[src/rtl/project_final_alarm.sv]
// -----------------------------------------------------------------------------
// project_final_alarm
//
// Vehicle warning-alarm controller. Four asynchronous cabin switches are
// synchronized, debounced, combined into a hazard term, and the hazard must
// hold continuously for ALARM_DELAY cycles before the alarm output is raised.
//
// Parameters
//   SYNC_STAGES  flip-flop stages per input synchronizer (>=2)
//   DEBOUNCE     consecutive differing synchronized samples needed to update
//                a debounced input (>=1)
//   ALARM_DELAY  cycles the hazard must hold before A asserts (>=1)
//   PULSE_HALF   0 = A steady high in alarm; N>0 = A toggles every N cycles
//
// Ports
//   clk  in   system clock, all state on rising edge
//   rst  in   asynchronous active-high reset
//   D    in   door open (1 = open), asynchronous
//   K    in   key in ignition (1 = present), asynchronous
//   S    in   driver seat occupied (1 = occupied), asynchronous
//   B    in   seat belt buckled (1 = buckled), asynchronous
//   A    out  alarm drive, registered
// -----------------------------------------------------------------------------
module project_final_alarm #(
  parameter int SYNC_STAGES = 2,
  parameter int DEBOUNCE    = 4,
  parameter int ALARM_DELAY = 8,
  parameter int PULSE_HALF  = 0
) (
  input  logic clk,
  input  logic rst,
  input  logic D,
  input  logic K,
  input  logic S,
  input  logic B,
  output logic A
);

  localparam int DBW = (DEBOUNCE > 1) ? $clog2(DEBOUNCE) : 1;
  localparam logic [DBW-1:0] DB_LAST = DBW'(DEBOUNCE - 1);

  localparam int DLW = $clog2(ALARM_DELAY + 1);
  localparam logic [DLW-1:0] DLY_MAX = DLW'(ALARM_DELAY);

  localparam int PW = (PULSE_HALF > 1) ? $clog2(PULSE_HALF) : 1;
  localparam logic [PW-1:0] PULSE_LAST = PW'((PULSE_HALF > 0) ? PULSE_HALF - 1 : 0);

  // Bit order: 3 = door, 2 = key, 1 = seat, 0 = belt
  logic [3:0] raw;
  logic [3:0] deb;
  logic       hazard;

  assign raw = {D, K, S, B};

  // ---------------------------------------------------------------------------
  // Per-input synchronizer and debouncer
  // ---------------------------------------------------------------------------
  genvar gi;
  generate
    for (gi = 0; gi < 4; gi++) begin : g_in
      logic [SYNC_STAGES-1:0] sync_reg;
      logic [DBW-1:0]         db_cnt_reg;
      logic                   deb_reg;
      logic                   sync_out;

      assign sync_out = sync_reg[SYNC_STAGES-1];

      always_ff @(posedge clk or posedge rst) begin
        if (rst) begin
          sync_reg <= '0;
        end else begin
          sync_reg <= {sync_reg[SYNC_STAGES-2:0], raw[gi]};
        end
      end

      // The counter only runs while the synchronized value disagrees with the
      // debounced one; any agreeing sample restarts the qualification window.
      // Reaching DB_LAST on a further differing sample means DEBOUNCE
      // consecutive differing samples have been seen, so the value is taken.
      always_ff @(posedge clk or posedge rst) begin
        if (rst) begin
          db_cnt_reg <= '0;
          deb_reg    <= 1'b0;
        end else if (sync_out == deb_reg) begin
          db_cnt_reg <= '0;
        end else if (db_cnt_reg == DB_LAST) begin
          deb_reg    <= sync_out;
          db_cnt_reg <= '0;
        end else begin
          db_cnt_reg <= db_cnt_reg + 1'b1;
        end
      end

      assign deb[gi] = deb_reg;
    end
  endgenerate

  // Key present and either door open or occupied seat with unbuckled belt.
  assign hazard = deb[2] & (deb[3] | (deb[1] & ~deb[0]));

  // ---------------------------------------------------------------------------
  // Alarm FSM
  // ---------------------------------------------------------------------------
  typedef enum logic [1:0] {
    IDLE  = 2'd0,
    WAIT  = 2'd1,
    ALARM = 2'd2
  } state_t;

  state_t         state_reg, state_next;
  logic [DLW-1:0] dly_reg,   dly_next;
  logic [PW-1:0]  pcnt_reg,  pcnt_next;
  logic           a_reg,     a_next;

  always_ff @(posedge clk or posedge rst) begin
    if (rst) begin
      state_reg <= IDLE;
      dly_reg   <= '0;
      pcnt_reg  <= '0;
      a_reg     <= 1'b0;
    end else begin
      state_reg <= state_next;
      dly_reg   <= dly_next;
      pcnt_reg  <= pcnt_next;
      a_reg     <= a_next;
    end
  end

  always_comb begin
    state_next = state_reg;
    dly_next   = dly_reg;
    pcnt_next  = pcnt_reg;
    a_next     = a_reg;

    case (state_reg)
      IDLE: begin
        a_next    = 1'b0;
        pcnt_next = '0;
        if (hazard) begin
          state_next = WAIT;
          dly_next   = DLW'(1);
        end else begin
          dly_next = '0;
        end
      end

      WAIT: begin
        a_next = 1'b0;
        if (!hazard) begin
          state_next = IDLE;
          dly_next   = '0;
        end else if (dly_reg == DLY_MAX) begin
          // A is registered from a_next, so it rises on the same edge that
          // enters ALARM: ALARM_DELAY+1 cycles after the hazard appeared.
          state_next = ALARM;
          a_next     = 1'b1;
          pcnt_next  = '0;
        end else begin
          dly_next = dly_reg + 1'b1;
        end
      end

      ALARM: begin
        if (!hazard) begin
          state_next = IDLE;
          a_next     = 1'b0;
          dly_next   = '0;
          pcnt_next  = '0;
        end else if (PULSE_HALF == 0) begin
          a_next = 1'b1;
        end else if (pcnt_reg == PULSE_LAST) begin
          // A has held its level for PULSE_HALF cycles; flip it.
          a_next    = ~a_reg;
          pcnt_next = '0;
        end else begin
          pcnt_next = pcnt_reg + 1'b1;
        end
      end

      default: begin
        state_next = IDLE;
        a_next     = 1'b0;
        dly_next   = '0;
        pcnt_next  = '0;
      end
    endcase
  end

  assign A = a_reg;

endmodule

[config.mk]
export PLATFORM = sky130hd
export DESIGN_NAME = project_final_alarm
export DESIGN_NICKNAME = d
export VERILOG_FILES = /design/src/rtl/project_final_alarm.sv
export SDC_FILE = /design/constraint.sdc
export NUM_CORES = 1
export LEC_CHECK = 0
export ABC_CLOCK_PERIOD_IN_PS = 2300
export CAP_MARGIN = 15
export CELL_PAD_IN_SITES_DETAIL_PLACEMENT = 1
export CELL_PAD_IN_SITES_GLOBAL_PLACEMENT = 1
export CORE_MARGIN = 4
export CORE_UTILIZATION = 25
export DETAILED_ROUTE_END_ITERATION = 10
export PLACE_DENSITY_LB_ADDON = 0.1
export SLEW_MARGIN = 25
export SYNTH_ARGS = -nofsm -noshare
export SYNTH_HDL_FRONTEND = slang
export SYNTH_SLANG_ARGS = --single-unit
[constraint.sdc]
create_clock -name clk -period 2.3 [get_ports clk]
set_input_delay 0.46 -clock clk [delete_from_list [all_inputs] [get_ports clk]]
set_output_delay 0.46 -clock clk [all_outputs]
set_load 0.1 [all_outputs]
== Word-level counts from Yosys, hierarchy flattened ==
Index checks and enable logic that the tools add are counted.
Widths: inputs -> output; s select.

* Flip-flop bits (word level): 27

* Add/subtract/negate cells: 5
* Reductions and logical operators: 7
* Bitwise logic cells: 8
* Mux-type cells: 22
* Eq/ne operators: 15

{| class="wikitable"
|+ Operator list
! kind !! number
|-
| $mux 2 || 12
|-
| $mux 4 || 3
|-
| $pmux 4 s3 || 1
|-
| $eq 2x2->1 const B || 5
|-
| $reduce_and 2->1 || 5
|-
| $add 2x1->2 const B || 4
|-
| $ne 3x3->1 const B || 2
|-
| $pmux 2 s3 || 1
|-
| $not 1->1 || 5
|-
| $add 4x1->4 const B || 1
|-
| $eq 1x1->1 || 4
|-
| $eq 4x4->1 const B || 1
|-
| $mux 1 || 4
|-
| $ne 2x2->1 const B || 2
|-
| $reduce_and 3->1 || 1
|-
| $and 1x1->1 || 2
|-
| $eq 2x1->1 const B || 1
|-
| $logic_not 2->1 || 1
|-
| $pmux 1 s2 || 1
|-
| $or 1x1->1 || 1
|}

== Logic depth before layout (Yosys ltp) ==
* Depth in word-level cells: 6
* Depth in mapped cells: 6
* Mapped depth without buffers: 6

== Worst setup path before layout ==
No wires, ideal clock.

* Path type: register to register
* From: register dly_reg[0]
* To: register dly_reg[1]
* Path slack: 947 ps
* Path buffers: 0
* Data required time: 2163 ps
* Data arrival time: 1216 ps
* Setup time: 137 ps
* Cell stages (with the launch flop): 7
* Period minus slack after synthesis: 1353 ps
* Path through: dfrtp_1 inv_1 ha_1 and3b_1 a21o_1 a22oi_1 nor2_1

* Longest elaborated chain between the ends: 4
* Elaborated cells on any way between the ends: 7
* Classes of those cells: add/sub: 1; eq/ne: 2; mux: 3; reduce/logical: 1

{| class="wikitable"
|+ Ends and longest elaborated chain
! item !! RTL line !! source
|-
| start, declared || 111 || <nowiki>logic [DLW-1:0] dly_reg, dly_next;</nowiki>
|-
| start signal, assigned || 123 || <nowiki>dly_reg <= dly_next;</nowiki>
|-
| $add 4x1->4 || 159 || <nowiki>dly_next = dly_reg + 1'b1;</nowiki>
|-
| $mux 4 || 152 || <nowiki>end else if (dly_reg == DLY_MAX) begin</nowiki>
|-
| $mux 4 || 149 || <nowiki>if (!hazard) begin</nowiki>
|-
| $pmux 4 s3 || 135 || <nowiki>case (state_reg)</nowiki>
|}

Parallel ways exist; a longest one is shown, timed or not. The select of a mux whose other input is x is not followed.
A chain may end at the register's enable or synchronous reset.

== Worst setup path in the final report ==
Ends and elaborated chain as after synthesis.

==> flow_summary.html <==
<table>
<tr><th>Metric</th><th>Value</th></tr>
<tr><th colspan="2">Detailed routing</th></tr>
<tr><td>Vias after detailed routing</td><td>670</td></tr>
<tr><td>Number of optimization iterations in the first detailed-route pass</td><td>3</td></tr>
<tr><td>Routed wire length per instance</td><td>13.02 um</td></tr>
<tr><td>Number of antenna-violating nets in the routed design</td><td>0</td></tr>
<tr><td>Post-detailed-routing wire length</td><td>1979 um</td></tr>
<tr><td>Count of unresolved DRC violations after routing</td><td>0</td></tr>
<tr><td>DR vias/cell</td><td>4.408</td></tr>
<tr><td>Number of DRC markers after the initial detailed-route iteration</td><td>42</td></tr>
<tr><th colspan="2">Timing</th></tr>
<tr><td>Slew at the pin closest to its max-slew limit</td><td>0.5556 ns</td></tr>
<tr><td>Worst setup skew after layout</td><td>0.003184 ns</td></tr>
<tr><td>Maximum operating frequency</td><td>0.6608 GHz</td></tr>
<tr><td>Post-route fraction of the period consumed by the critical path</td><td>65.80%</td></tr>
<tr><td>Setup tns final</td><td>0 ns</td></tr>
<tr><td>Shortest period the worst path allows</td><td>1.513 ns</td></tr>
<tr><td>RSZ-0062 raised after global routing</td><td>false</td></tr>
<tr><td>Endpoints failing hold</td><td>0</td></tr>
<tr><td>Final setup viols</td><td>0</td></tr>
<tr><td>Total count of max-transition violations in the final report</td><td>0</td></tr>
<tr><td>Worst max-slew margin expressed relative to the limit</td><td>62.57%</td></tr>
<tr><th colspan="2">Global route</th></tr>
<tr><td>First-pass GRT wire length</td><td>3443 um</td></tr>
<tr><td>Pin count of the biggest net entering global routing</td><td>28</td></tr>
<tr><td>Global route total overflow</td><td>0</td></tr>
<tr><td>Global-route usage over all layers</td><td>8.373%</td></tr>
<tr><td>Antenna violations before repair</td><td>0</td></tr>
<tr><td>Vias in the first global route</td><td>754</td></tr>
<tr><th colspan="2">Clocking</th></tr>
<tr><td>Number of buffers inserted during clock tree synthesis</td><td>3</td></tr>
<tr><td>Clock transition time at the flip-flop clock pins of the worst setup and hold paths</td><td>0.10 ns</td></tr>
<tr><td>TritonCTS clock tree</td><td>built</td></tr>
<tr><td>H-tree levels</td><td>1</td></tr>
<tr><td>Maximum clock path buffer count</td><td>2</td></tr>
<tr><td>Clock latency on the worst-skew pair</td><td>0.28 ns</td></tr>
<tr><td>CTS sink cnt</td><td>27</td></tr>
<tr><td>Buffer type at the clock tree root</td><td>sky130_fd_sc_hd__clkbuf_8</td></tr>
<tr><td>Setup fix buffers added after clock tree synthesis</td><td>0</td></tr>
<tr><td>Hold bufs inserted after CTS</td><td>0</td></tr>
<tr><td>Cts repair resizes</td><td>0</td></tr>
<tr><th colspan="2">Synthesis</th></tr>
<tr><td>Flip-flop cell with the highest count after synthesis</td><td>sky130_fd_sc_hd__dfrtp_1</td></tr>
<tr><td>Post-synthesis cell area</td><td>0.001125 mm2</td></tr>
<tr><td>Main area contributors after synthesis</td><td>sky130_fd_sc_hd__dfrtp_1 (60%), sky130_fd_sc_hd__ha_1 (10%), sky130_fd_sc_hd__mux2_2 (4.0%), sky130_fd_sc_hd__nor2b_1 (2.8%), sky130_fd_sc_hd__xnor2_1 (2.3%)</td></tr>
<tr><td>Cell variety after synth</td><td>25</td></tr>
<tr><td>Average instance area after synthesis</td><td>12.64 um2</td></tr>
<tr><td>Most frequent cells after synthesis</td><td>sky130_fd_sc_hd__dfrtp_1 (27), sky130_fd_sc_hd__ha_1 (9), sky130_fd_sc_hd__inv_1 (6), sky130_fd_sc_hd__nor2b_1 (5), sky130_fd_sc_hd__o21ai_0 (5)</td></tr>
<tr><td>Sequential-to-total area share from yosys stat</td><td>60.07%</td></tr>
<tr><td>Share of the synthesized area in the top cell type</td><td>60.07%</td></tr>
<tr><td>Count of state elements after synthesis</td><td>27</td></tr>
<tr><td>Leading area contributor after synthesis</td><td>sky130_fd_sc_hd__dfrtp_1</td></tr>
<tr><td>Number of flops mapped to enable cells by yosys</td><td>0</td></tr>
<tr><td>Synthesized instance count</td><td>89</td></tr>
<tr><td>Post-synth net total</td><td>104</td></tr>
<tr><td>Most frequently used cell type in the post-synthesis netlist</td><td>sky130_fd_sc_hd__dfrtp_1</td></tr>
<tr><td>Synthesis warning total</td><td>0</td></tr>
<tr><td>Share of flip-flops with an asynchronous set or reset</td><td>100.0%</td></tr>
<tr><th colspan="2">Cells and area</th></tr>
<tr><td>Ratio of cells with drive above 1 in the final layout</td><td>12.00%</td></tr>
<tr><td>Layout Utilization</td><td>29.94%</td></tr>
<tr><td>Relative area change from synthesis to final layout</td><td>15.91%</td></tr>
<tr><td>Nets</td><td>116</td></tr>
<tr><td>Fill cell total of the finished layout</td><td>480</td></tr>
<tr><td>Antenna diodes</td><td>0</td></tr>
<tr><th colspan="2">Place</th></tr>
<tr><td>HPWL reported at the end of detailed placement</td><td>1432 um</td></tr>
<tr><td>Number of buffers inserted by port buffering</td><td>6</td></tr>
<tr><td>Weighted congestion at the end of routability-driven global placement</td><td>0.7790</td></tr>
<tr><th colspan="2">Worst setup path</th></tr>
<tr><td>Combined buffer and inverter count along the critical path</td><td>1</td></tr>
<tr><td>Critical path endpoint category</td><td>flip-flop</td></tr>
<tr><td>Required arrival time at the worst endpoint</td><td>2.45 ns</td></tr>
<tr><td>Largest stage delay on the critical path</td><td>0.39 ns</td></tr>
<tr><td>Crit path max-delay cell type</td><td>sky130_fd_sc_hd__dfrtp_1</td></tr>
<tr><td>Critical-path maximum fanout</td><td>3</td></tr>
<tr><td>Critical Path, Cell by Cell</td><td>inv_1, ha_1, and3b_1, a21o_1, a22oi_1, nor2_1</td></tr>
<tr><td>Data arrival time of the critical path</td><td>1.66 ns</td></tr>
<tr><td>Family with the most delay on the worst path</td><td>compound AO/OA/AOI/OAI gates</td></tr>
<tr><td>Category of the worst setup path launch point</td><td>flip-flop</td></tr>
<tr><td>Critical path class</td><td>flip-flop to flip-flop</td></tr>
<tr><th colspan="2">Power and ir drop</th></tr>
<tr><td>Maximum VDD drop</td><td>0.0004268 V</td></tr>
<tr><td>Power per unit of standard cell area</td><td>1014 mW/mm2</td></tr>
<tr><td>Leakage</td><td>0.5978 nW</td></tr>
<tr><th colspan="2">Floorplanning</th></tr>
<tr><td>Vertical die dimension</td><td>75.08 um</td></tr>
<tr><td>Count of pins on the block boundary</td><td>7</td></tr>
<tr><td>Core area</td><td>0.004354 mm2</td></tr>
<tr><td>Row count</td><td>24</td></tr>
<tr><td>Total Die Area</td><td>0.005636 mm2</td></tr>
<tr><td>Width of the die</td><td>75.08 um</td></tr>
<tr><td>Initial Utilization</td><td>25.83%</td></tr>
<tr><th colspan="2">Job</th></tr>
<tr><td>Total of max-cap violations</td><td>0</td></tr>
<tr><th colspan="2">Min path</th></tr>
<tr><td>Tightest Hold Check Type</td><td>flip-flop to flip-flop</td></tr>
<tr><th colspan="2">Status</th></tr>
<tr><td>Outcome</td><td>complete, no violations</td></tr>
</table>
-- worst register-to-register path, stage by stage (launching register included) --
cell and delay, ns:
sky130_fd_sc_hd__dfrtp_1 0.39, sky130_fd_sc_hd__inv_1 0.09, sky130_fd_sc_hd__ha_1 0.22, sky130_fd_sc_hd__and3b_1 0.21
sky130_fd_sc_hd__a21o_1 0.23, sky130_fd_sc_hd__a22oi_1 0.19, sky130_fd_sc_hd__nor2_1 0.06
-- report_power, final --
group | switching, mW | internal [mW]
Sequential | 0.0810 | 0.589
Combinational | 0.186 | 0.183
Clock | 0.160 | 0.123
-- final timing paths --
| kind | startpoint | end | slack (ns) | cells past startpoint |
|---|---|---|---|---|
| min in group asynchronous | rst | g_in[1].sync_reg[0] | 0.53 | 3 |
| hold / removal | g_in[3].sync_reg[0] | g_in[3].sync_reg[1] | 0.36 | 0 |
| max in group asynchronous | rst | state_reg[1] | 1.51 | 3 |
| hold reg to reg | g_in[3].sync_reg[0] | g_in[3].sync_reg[1] | 0.36 | 0 |
| setup reg to reg | dly_reg[0] | dly_reg[1] | 0.79 | 6 |
| setup / recovery | dly_reg[0] | dly_reg[1] | 0.79 | 6 |
-- routing by layer --
layer | global-route usage, % | part of all wire (%) | vias up
met2 | 14.80 | 50 | 9
met3 | 2.804 | 3.7 | 5
met1 | 8.843 | 44 | 329
met5 | 0 | 0 | -
li1 | - | - | 327
met4 | 4.150 | 1.9 | 0
-- per-stage QoR --
step / total power, mW / cells / worst slack, ns / cell area [um2] / hold WS (ns)
2_1_floorplan: 0.9497 / 89 / 0.9471 / 1125 / 0.3312
3_3_place_gp: 1.035 / 148 / 0.7667 / 1255 / 0.3345
5_1_grt: 1.434 / 152 / 0.6687 / 1304 / 0.3687
3_5_place_dp: 1.053 / 148 / 0.8181 / 1255 / 0.3363
4_1_cts: 1.351 / 152 / 0.7725 / 1304 / 0.3605
6_report: 1.323 / 152 / 0.7867 / 1304 / 0.3572
-- layout make-up --
type	instances	area, um2	area share [%]
sequential	27	675.6	51.82
multi-input combinational	56	426.7	32.73
timing repair buffer	7	65.06	4.990
tap	52	65.06	4.990
clock buffer	3	41.29	3.167
inverter	6	22.52	1.727
clock inverter	1	7.507	0.5758
-- cells by family after synthesis --
family	after synthesis	synth area share (%)
AO/OA/AOI/OAI	16	9.233
adder cells (fa/ha/maj)	9	10.01
multiplexers	4	4.004
XOR/XNOR	4	3.115
AND/OR/NAND/NOR	23	11.57
buffers and inverters	6	2.002
flip-flops	27	60.07
-- cell usage in the layout, fill, tap and decap left out, types with 2 or more instances in the layout --
| master | n |
|---|---|
| sky130_fd_sc_hd__mux2_2 | 4 |
| sky130_fd_sc_hd__a21oi_1 | 4 |
| sky130_fd_sc_hd__nor3_1 | 4 |
| sky130_fd_sc_hd__o21ai_0 | 5 |
| sky130_fd_sc_hd__nor2_1 | 4 |
| sky130_fd_sc_hd__inv_1 | 6 |
| sky130_fd_sc_hd__nand3b_1 | 2 |
| sky130_fd_sc_hd__clkbuf_8 | 3 |
| sky130_fd_sc_hd__dfrtp_1 | 27 |
| sky130_fd_sc_hd__ha_1 | 9 |
| sky130_fd_sc_hd__nand2_1 | 2 |
| sky130_fd_sc_hd__buf_4 | 2 |
| sky130_fd_sc_hd__nor2b_1 | 5 |
| sky130_fd_sc_hd__clkdlybuf4s50_1 | 5 |
| sky130_fd_sc_hd__xnor2_1 | 3 |
| sky130_fd_sc_hd__a21o_1 | 2 |
No activity file was read; power rests on OpenSTA's default activity.
